$ cat src/rtl/mac_pkg.sv
// Shared encodings for the dual-dataflow MAC tile: instruction bit positions,
// dataflow mode values and the weight-load state.
package mac_pkg;
  localparam int INST_LOAD  = 0;
  localparam int INST_EXEC  = 1;
  localparam int INST_FLUSH = 2;
  localparam int INST_W     = 3;

  localparam logic MODE_WS = 1'b0;
  localparam logic MODE_OS = 1'b1;

  typedef enum logic {LOADING, READY} load_state_e;
endpackage

$ cat src/rtl/mac_dm_unit.sv
// Combinational y = zext(a) * signed(w) + c. Wraps by default;
// with MAC_SAT_EN defined the sum clamps to the signed psum_bw range.
module mac_dm_unit
  import mac_pkg::*;
#(
  parameter int bw      = 4,
  parameter int psum_bw = 16
) (
  input  logic        [bw-1:0]      a,
  input  logic signed [bw-1:0]      w,
  input  logic signed [psum_bw-1:0] c,
  output logic signed [psum_bw-1:0] y
);
  localparam int PW = 2*bw + 1;
  localparam int SW = ((PW > psum_bw) ? PW : psum_bw) + 1;

  logic signed [PW-1:0] prod;
  logic signed [SW-1:0] sum;

  // One guard bit above both operands so the saturating compare sees true overflow.
  assign prod = PW'($signed({1'b0, a})) * PW'(w);
  assign sum  = SW'(prod) + SW'(c);

`ifdef MAC_SAT_EN
  localparam logic signed [SW-1:0] SMAX = SW'($signed({1'b0, {(psum_bw-1){1'b1}}}));
  localparam logic signed [SW-1:0] SMIN = SW'($signed({1'b1, {(psum_bw-1){1'b0}}}));

  always_comb begin
    if (sum > SMAX)      y = SMAX[psum_bw-1:0];
    else if (sum < SMIN) y = SMIN[psum_bw-1:0];
    else                 y = sum[psum_bw-1:0];
  end
`else
  logic unused_hi;
  assign unused_hi = ^sum[SW-1:psum_bw];
  assign y         = sum[psum_bw-1:0];
`endif
endmodule

$ cat src/rtl/mac_tile_dm.sv
// Systolic PE with NK stationary weight slots and WS / OS dataflow modes.
// Optional saturating accumulation via MAC_SAT_EN (see mac_dm_unit).
module mac_tile_dm
  import mac_pkg::*;
#(
  parameter int bw      = 4,
  parameter int psum_bw = 16,
  parameter int sel_bw  = 1
) (
  input  logic                clk,
  input  logic                reset,
  input  logic                mode,
  input  logic [bw-1:0]       in_w,
  output logic [bw-1:0]       out_e,
  input  logic [INST_W-1:0]   inst_w,
  output logic [INST_W-1:0]   inst_e,
  input  logic [sel_bw-1:0]   sel_w,
  output logic [sel_bw-1:0]   sel_e,
  input  logic [psum_bw-1:0]  in_n,
  output logic [psum_bw-1:0]  out_s,
  output logic                loaded
);
  localparam int NK = 2**sel_bw;

  logic [bw-1:0]             a_q, wb_q;
  logic [NK-1:0][bw-1:0]     w_q;
  logic [psum_bw-1:0]        c_q, acc_q, os_out_q;
  logic [INST_W-1:0]         inst_q;
  logic [sel_bw-1:0]         sel_q, wr_ptr;
  logic [psum_bw-1:0]        ws_y, os_y;
  load_state_e               state_q, state_d;
  logic                      load_wr;

  always_ff @(posedge clk) begin
    if (reset) state_q <= LOADING;
    else       state_q <= state_d;
  end

  always_comb begin
    state_d = state_q;
    load_wr = 1'b0;
    if (state_q == LOADING && inst_w[INST_LOAD]) begin
      load_wr = 1'b1;
      if (wr_ptr == sel_bw'(NK-1)) state_d = READY;
    end
  end

  always_ff @(posedge clk) begin
    if (reset) begin
      a_q      <= '0;
      w_q      <= '0;
      c_q      <= '0;
      acc_q    <= '0;
      wb_q     <= '0;
      os_out_q <= '0;
      inst_q   <= '0;
      sel_q    <= '0;
      wr_ptr   <= '0;
    end else begin
      if (inst_w != '0) a_q <= in_w;
      if (load_wr) begin
        w_q[wr_ptr] <= in_w;
        wr_ptr      <= wr_ptr + sel_bw'(1);
      end
      // Loads are consumed locally until this tile is full, then pass east.
      inst_q[INST_LOAD]  <= inst_w[INST_LOAD] && (state_q == READY);
      inst_q[INST_EXEC]  <= inst_w[INST_EXEC];
      inst_q[INST_FLUSH] <= inst_w[INST_FLUSH];
      sel_q              <= sel_w;
      c_q                <= in_n;
      if (mode == MODE_OS) begin
        if (inst_w[INST_FLUSH]) begin
          os_out_q <= acc_q;
          acc_q    <= in_n;
        end else if (inst_w[INST_EXEC]) begin
          wb_q  <= in_n[bw-1:0];
          acc_q <= os_y;
        end
      end
    end
  end

  mac_dm_unit #(.bw(bw), .psum_bw(psum_bw)) u_ws (
    .a(a_q), .w(w_q[sel_q]), .c(c_q), .y(ws_y)
  );

  mac_dm_unit #(.bw(bw), .psum_bw(psum_bw)) u_os (
    .a(in_w), .w(in_n[bw-1:0]), .c(acc_q), .y(os_y)
  );

  // inst_q[FLUSH] marks the cycle after a flush, when the drain value is on out_s.
  assign out_s  = (mode == MODE_WS)   ? ws_y :
                  inst_q[INST_FLUSH]  ? os_out_q :
                                        {{(psum_bw-bw){wb_q[bw-1]}}, wb_q};
  assign out_e  = a_q;
  assign inst_e = inst_q;
  assign sel_e  = sel_q;
  assign loaded = (state_q == READY);
endmodule

$ cat config.mk
export PLATFORM = sky130hd
export DESIGN_NAME = mac_tile_dm
export DESIGN_NICKNAME = d
export VERILOG_FILES = /design/src/rtl/mac_pkg.sv /design/src/rtl/mac_dm_unit.sv /design/src/rtl/mac_tile_dm.sv
export SDC_FILE = /design/constraint.sdc
export NUM_CORES = 1
export LEC_CHECK = 0
export CORE_UTILIZATION = 70
export CTS_CLUSTER_SIZE = 28
export DETAILED_ROUTE_END_ITERATION = 12
export DONT_BUFFER_PORTS = 1
export PLACE_DENSITY = 0.86
export SLEW_MARGIN = 0
export SYNTH_ARGS = -nofsm -noshare
export SYNTH_HDL_FRONTEND = slang
export SYNTH_HIERARCHICAL = 1
export SYNTH_SLANG_ARGS = --single-unit
$ cat constraint.sdc
create_clock -name clk -period 14.7 [get_ports clk]
set_clock_uncertainty 0.2 [all_clocks]
set_input_delay 1.47 -clock clk [delete_from_list [all_inputs] [get_ports clk]]
set_output_delay 1.47 -clock clk [all_outputs]
set_load 0.05 [all_outputs]
==> metrics.md, run 1 <==
| Metric | Value |
|---|---|
| Post-Syn Area | `between 5000 and 6000 sq um` |
| Met1 capacity usage during global routing | `about two fifths` |
| Mux share of post-synthesis cell area | `7.699%` |
| Core Footprint | `between 7000 and 8000 sq um` |
| Pwr/cell area | `102.6 nW/um^2` |
| Area taken by multi-input logic gates | `~3800 sq um` |
| DRC violations left | `0` |
| HP Class | `reg -> reg` |
| Most frequent cell after synthesis | `ha_1` |
| Syn_area_per_cell | `just under 9 sq um` |
| Number of clock sinks | `70` |
| Synth cell count leaders | `78 x ha_1, 74 x nor2_1, 70 x dfxtp_1, 60 x a21oi_1, 47 x nand2_1` |
| Max VDD drop | `between 0.07 and 0.08 mV` |
| # rows | `31` |
| Vias in the first global route | `4367` |
| I/O Pins | `52` |
| Worst EP arrival | `a little under 6 ns` |
| Final nets | `around 730` |
| Clk pin slew, worst setup/hold paths | `around 0.080 ns` |
| Busiest grt layer | `met2` |
| Async SR Flop Fraction | `0%` |
| Flop2flop setup slack | `10.70 ns` |
| CP endpoint kind | `primary output` |
| # diodes | `0` |
| Most used DFF post-synth | `dfxtp_1` |
| Top cell type by total area after synthesis | `dfxtp_1` |
| Synth Area in Compound Gates | `between 10% and 20%` |
| Vias per cell | `between 6 and 7` |
| Register area | `1401 sq um` |
| Yosys cell types | `55` |
| Routed Antenna Nets | `0` |
| Total Wirelength | `between 10 and 15 mm` |
| Max Fclk | `between 100 and 150 MHz` |
| Drt first pass iters | `5` |
| Final instance area | `5649 sq um` |
| Synth Register Bits | `70` |
| Largest family of logic cells by synthesized area | `adder cells` |
| M3 GR Usage | `4.992%` |
| Final period util | `a little over 50%` |
| CTS tree | `yes` |
| Share of the synthesized area in the top cell type | `25.90%` |
| Placer Congestion | `0.8357` |
| Post-Syn Nets | `approximately 740` |
| Met2 Use GR | `54.55%` |
| CTS max path bufs | `2` |
| CTS root buffer | `clkbuf_8` |
| Buffers on Ports | `0` |
| Final Util | `around 77%` |
| Initial Util | `73.43%` |
| Horiz. Die Dim | `approximately 90 um` |
| Die footprint | `just over 8000 sq um` |
| YS warnings | `6` |
| Final setup viols | `0` |
| CTS H-tree depth | `3` |
| Slew margin rel. | `about 22%` |
| Hold_ws | `between 0.2 and 0.3 ns` |
| Sequential element share of the synthesized area | `25.90%` |
| P_leak | `between 2 and 3 nW` |
| Total global routing overflow | `0` |
| Area Overhead vs Synth | `4.393%` |
| DR iter-0 viols | `between 150 and 200` |
| Gr usage total | `31.36%` |
| Critical Path RT | `around 13 ns` |
| Fraction of layout cells with a size suffix above 1 | `roughly 6.5%` |
| Synth Area in Adders | `between 20% and 30%` |
| Slew Limit Fails | `0` |
| Initial antenna violation count | `0` |
| Post-Synth XOR/XNOR Area | `4.046%` |
| Largest net degree at the start of global routing | `71` |
| Filler cells | `~500` |
| Num CTS Buffers | `9` |
| Synth Instances | `610` |
| Placed Area | `roughly 5400 sq um` |
| Status | `finished clean` |
| Worst-Margin Slew | `around 1.2 ns` |
| Post-synth EDFFs | `0` |
| Kind of critical path | `reg -> out` |
| Chip height | `approximately 90 um` |
| Post-cts sizing count | `0` |
| Hold_buf cts | `0` |
| Overall power | `579.7 uW` |
| Critical Path Source Type | `flop` |
| Max Cap Viol | `0` |
| Hpwl dp | `just over 9 mm` |
| WL/cell | `about 17 um` |
| Post-CTS setup buffer count | `0` |
| First-pass GRT wire length | `about 21 mm` |
| RSZ-0062 raised after global routing | `no` |
| Total number of vias | `between 4k and 5k` |
| Final hold vios | `0` |
| Clock Latency Late Sink | `around 0.35 ns` |
| Area contributors post-synth | `dfxtp_1 26%, ha_1 18%, fa_1 8.1%` |
| Post-Synth Simple-Gate Area | `roughly 17%` |
| Tmin final | `approximately 7.5 ns` |
| Crit path max fanout | `11` |
| Fin Setup TNS | `0 ns` |
## flip-flops by register name, summed over array words and instances, names as in the netlist
signal and count:
acc_q 16, c_q 16, os_out_q 16, w_q 8, out_e 4, wb_q 4
inst_e 3, loaded 1, sel_e 1, wr_ptr 1
## metal layers
metal  share of wire [%]  wire length [um]  up-vias
met2                  49              5907      113
met3                 5.4               651       29
met1                  44              5327     2050
met4                 2.2               271        0
met5                   0                 0        -
li1                    -                 -     2071
## cells in the final DEF, fill, tap and decap left out, types with 2 or more instances in the layout
| cell | netlist | layout |
|---|---|---|
| xnor2_1 | 21 | 21 |
| nand4_1 | 3 | 3 |
| nor2b_1 | 22 | 22 |
| clkbuf_8 | 0 | 9 |
| clkinv_4 | 0 | 3 |
| o21a_1 | 5 | 5 |
| nand2_1 | 47 | 47 |
| nor2_1 | 74 | 74 |
| a211oi_1 | 17 | 17 |
| a21o_1 | 7 | 7 |
| nand3b_1 | 2 | 2 |
| nor3_1 | 4 | 4 |
| dfxtp_1 | 70 | 70 |
| fa_1 | 22 | 22 |
| xor2_1 | 4 | 4 |
| mux2_2 | 5 | 5 |
| bufinv_16 | 0 | 2 |
| and3_1 | 2 | 2 |
| o21ai_1 | 2 | 2 |
| o21ai_0 | 5 | 5 |
| a21oi_1 | 60 | 60 |
| or4_1 | 2 | 2 |
| and2_1 | 19 | 19 |
| o21bai_1 | 2 | 2 |
| mux2i_1 | 36 | 36 |
| ha_1 | 78 | 78 |
| inv_1 | 40 | 40 |
| nand2b_1 | 3 | 3 |
| or3_1 | 3 | 3 |
| a21oi_2 | 6 | 6 |
| nand3_1 | 5 | 5 |
## final timing paths
check                                  from                         to  depth (start not counted)
setup / recovery           sel_e$_SDFF_PP0_                  out_s[12]                         17
hold / removal    os_out_q[15]$_SDFFE_PP0P_  os_out_q[15]$_SDFFE_PP0P_                          2
setup reg to reg      acc_q[3]$_SDFFE_PP0P_      acc_q[9]$_SDFFE_PP0P_                         13
hold reg to reg   os_out_q[15]$_SDFFE_PP0P_  os_out_q[15]$_SDFFE_PP0P_                          2
## cell type report
cell class / count / area share [%]
inverters: 40 / 2.658
clock buffers: 10 / 2.259
well taps: 99 / 2.193
multi-input cells: 477 / 66.40
clock inverters: 6 / 1.683
flip-flops and latches: 70 / 24.81
## report_power, final
part / switching (mW) / total (mW) / internal (mW)
Combinational: 0.112 / 0.191 / 0.0785
Clock: 0.0744 / 0.171 / 0.0970
Sequential: 0.0158 / 0.218 / 0.202
## critical path: stages, from the launching register on
cell      delay, ns
dfxtp_1        0.74
mux2_2         0.52
inv_1          0.16
nor2_1         0.08
fa_1           0.53
fa_1           0.52
inv_1          0.06
fa_1           0.53
inv_1          0.04
ha_1           0.34
nor2b_4        0.15
o31a_4         0.30
o31ai_4        0.30
o21bai_2       0.10
a21oi_2        0.15
xnor2_1        0.13
nor2_1         0.06
a21oi_1        0.79
## logic make-up (layout without fill, tap and decap cells)
group           after synthesis  after routing
simple gates                193            193
compound gates              118            118
fa+ha+maj                   100            100
flops                        70             70
buf+inv                      63             56
mux                          41             41
xor+xnor                     25             25
## metrics by stage
stage / setup WS (ns) / std cells
2_1_floorplan: 7.819 / 610
3_3_place_gp: 7.642 / 686
3_5_place_dp: 7.522 / 686
4_1_cts: 7.157 / 702
5_1_grt: 6.864 / 702
6_report: 7.169 / 702
Power figures use the tool's default switching activity.
==> run 2, diff against run 1 <==
--- a/config.mk
+++ b/config.mk
@@ -5,11 +5,11 @@
 export SDC_FILE = /design/constraint.sdc
 export NUM_CORES = 1
 export LEC_CHECK = 0
-export CORE_UTILIZATION = 70
+export CORE_UTILIZATION = 65
 export CTS_CLUSTER_SIZE = 28
 export DETAILED_ROUTE_END_ITERATION = 12
 export DONT_BUFFER_PORTS = 1
-export PLACE_DENSITY = 0.86
+export PLACE_DENSITY = 0.81
 export SLEW_MARGIN = 0
 export SYNTH_ARGS = -nofsm -noshare
 export SYNTH_HDL_FRONTEND = slang
==> constraint.sdc (replaced) <==
create_clock -name clk -period 6.95 [get_ports clk]
set_clock_uncertainty 0.2 [all_clocks]
set_input_delay 0.695 -clock clk [delete_from_list [all_inputs] [get_ports clk]]
set_output_delay 0.695 -clock clk [all_outputs]
set_load 0.05 [all_outputs]
==> metrics.md, run 2 (synthesis results as in run 1) <==
| Metric | Value |
|---|---|
| Worst Hold End | `c_q[2]$_SDFF_PP0_ (was os_out_q[15]$_SDFFE_PP0P_)` |
| RSZ-0062 raised after global routing | `no (unchanged)` |
| Placer Congestion | `0.8891 (was 0.8357)` |
| First-pass GRT wire length | `19.01 mm (was 20.53 mm)` |
| Crit path max fanout | `11 (unchanged)` |
| Vias in the first global route | `4070 (was 4367)` |
| Largest net degree at the start of global routing | `71 (unchanged)` |
| Fin Setup TNS | `0 ns (unchanged)` |
| CTS H-tree depth | `3 (unchanged)` |
| Buffers on Ports | `0 (unchanged)` |
| CTS root buffer | `clkbuf_8 (unchanged)` |
| Max Cap Viol | `0 (unchanged)` |
| Hpwl dp | `8.994 mm (was 9.114 mm)` |
| Number of clock sinks | `70 (unchanged)` |
| Horiz. Die Dim | `93.25 um (was 89.93 um)` |
| Worst EP arrival | `5.38 ns (was 5.86 ns)` |
| Most frequent cells in the layout | `78 x ha_1, 74 x nor2_1, 70 x dfxtp_1 (unchanged)` |
| Slew margin rel. | `29.77% (was 22.44%)` |
| Met2 Use GR | `44.98% (was 54.55%)` |
| CTS max path bufs | `2 (unchanged)` |
| Final hold vios | `0 (unchanged)` |
| Total Wirelength | `11.38 mm (was 12.16 mm)` |
| Initial antenna violation count | `0 (unchanged)` |
| Total global routing overflow | `0 (unchanged)` |
| Final nets | `737 (was 725)` |
| Tmin final | `6.275 ns` |
| Hold_buf cts | `0 (unchanged)` |
| Clk pin slew, worst setup/hold paths | `0.07 ns (was 0.08 ns)` |
| Die footprint | `8695 sq um (was 8087 sq um)` |
| Worst-Margin Slew | `1.057 ns (was 1.167 ns)` |
| Hold path depth | `1 (was 2)` |
| Total number of vias | `4207 (was 4263)` |
| DR iter-0 viols | `180 (was 174)` |
| Chip height | `93.25 um (was 89.93 um)` |
| Pwr/cell area | `200.5 nW/um^2 (was 102.6 nW/um^2)` |
| Gr usage total | `27.74% (was 31.36%)` |
| Critical Path RT | `6.05 ns (was 13.03 ns)` |
| P_leak | `2.690 nW (was 2.658 nW)` |
| Commonest non-fill, non-tap cell in the layout | `ha_1 (unchanged)` |
| Crit Reg-Reg Startpoint | `acc_q[3]$_SDFFE_PP0P_ (unchanged)` |
| HP Class | `in -> reg (was reg -> reg)` |
| # diodes | `0 (unchanged)` |
| Post-cts sizing count | `0 (unchanged)` |
| Num CTS Buffers | `9 (unchanged)` |
| Kind of critical path | `reg -> out (unchanged)` |
| Routed Antenna Nets | `0 (unchanged)` |
| WL/cell | `15.92 um (was 17.32 um)` |
| Final Util | `71.95% (was 76.66%)` |
| CP endpoint kind | `primary output (unchanged)` |
| Max VDD drop | `0.1351 mV (was 0.07153 mV)` |
| # rows | `32 (was 31)` |
| Busiest grt layer | `met2 (unchanged)` |
| Reg2Reg Capture Point | `acc_q[13]$_SDFFE_PP0P_ (was acc_q[9]$_SDFFE_PP0P_)` |
| Area Overhead vs Synth | `4.879% (was 4.393%)` |
| Setup WS post-layout | `0.6750 ns (was 7.169 ns)` |
| Max Fclk | `between 150 and 200 MHz` |
| Fraction of layout cells with a size suffix above 1 | `7.830% (was 6.468%)` |
| Initial Util | `68.61% (was 73.43%)` |
| Status | `finished clean (unchanged)` |
| Final period util | `between 90 and 100%` |
| Hold_ws | `0.2227 ns (was 0.2633 ns)` |
| Critical Path Source Type | `flop (unchanged)` |
| Pre-CTS setup slack | `1.066 ns (was 7.522 ns)` |
| Vias per cell | `5.884 (was 6.073)` |
| Clock Latency Late Sink | `0.33 ns (was 0.35 ns)` |
| Post-CTS setup buffer count | `0 (unchanged)` |
| M3 GR Usage | `5.122% (was 4.992%)` |
| Min-delay src | `reset (was os_out_q[15]$_SDFFE_PP0P_)` |
| I/O Pins | `52 (unchanged)` |
| Flop2flop setup slack | `2.95 ns (was 10.70 ns)` |
| Final setup viols | `0 (unchanged)` |
| Slew Limit Fails | `0 (unchanged)` |
| Met1 capacity usage during global routing | `37.38% (was 39.37%)` |
| FF-to-FF path depth | `13 (unchanged)` |
| Leading registers by flop count | `acc_q (16), c_q (16), os_out_q (16) (unchanged)` |
| Drt first pass iters | `4 (was 5)` |
| Core Footprint | `7888 sq um (was 7370 sq um)` |
| DRC violations left | `0 (unchanged)` |
| CTS tree | `yes (unchanged)` |
[run 2: changes by cell type in the layout (fill, tap and decap cells not counted)]
cell and delta:
buf_4 +12, bufinv_16 -2, clkinv_2 +2, clkbuf_8 +1, inv_6 -1, clkinv_4 -3
clkbuf_1 +1
[run 2: worst max-delay path, cell delays in order (launching register included)]
cell,delay [ns]
dfxtp_1,0.76
mux2_2,0.52
inv_1,0.18
nor2_1,0.09
fa_1,0.52
fa_1,0.51
inv_1,0.05
fa_1,0.53
inv_1,0.04
ha_1,0.35
nor2b_4,0.16
o31a_4,0.30
o31ai_4,0.29
o21bai_2,0.09
a21oi_2,0.15
xnor2_1,0.12
nor2_1,0.05
a21oi_1,0.12
buf_4,0.21
[run 2: power by group]
part           internal (mW)  switching, mW  total [mW]
Clock                  0.134          0.134       0.268
Combinational          0.175          0.238       0.412
Sequential             0.427         0.0304       0.457
[run 2: worst max path at each step]
stage | start | to | slack [ns] | depth (start not counted)
global route | sel_e$_SDFF_PP0_ | out_s[12] | 0.42 | 18
global placement | sel_e$_SDFF_PP0_ | out_s[12] | 1.16 | 18
detailed placement | sel_e$_SDFF_PP0_ | out_s[12] | 1.07 | 18
floorplan | sel_e$_SDFF_PP0_ | out_s[12] | 0.84 | 17
finish | sel_e$_SDFF_PP0_ | out_s[12] | 0.68 | 18
CTS | sel_e$_SDFF_PP0_ | out_s[12] | 0.64 | 18
[run 2: through the flow]
step / cells / total power [mW] / instance area, sq um
3_3_place_gp: 701 / 0.8525 / 5520
3_5_place_dp: 701 / 0.8746 / 5520
5_1_grt: 715 / 1.212 / 5675
2_1_floorplan: 610 / 0.8040 / 5411
4_1_cts: 715 / 1.142 / 5675
6_report: 715 / 1.138 / 5675
[run 2: cell type report]
cell class                      instances  area [sq um]
Multi-Input combinational cell        477          3751
Fill cell                             588          2212
Sequential cell                        70          1401
Inverter                               40         150.1
Clock buffer                           12         145.1
Tap cell                              102         127.6
Timing Repair Buffer                   12         90.09
Clock inverter                          2         10.01
[run 2: metal layers]
layer | routed length [um] | vias up
met5 | 0 | -
met2 | 5449 | 106
met4 | 155 | 0
met3 | 678 | 13
met1 | 5100 | 2007
li1 | - | 2081
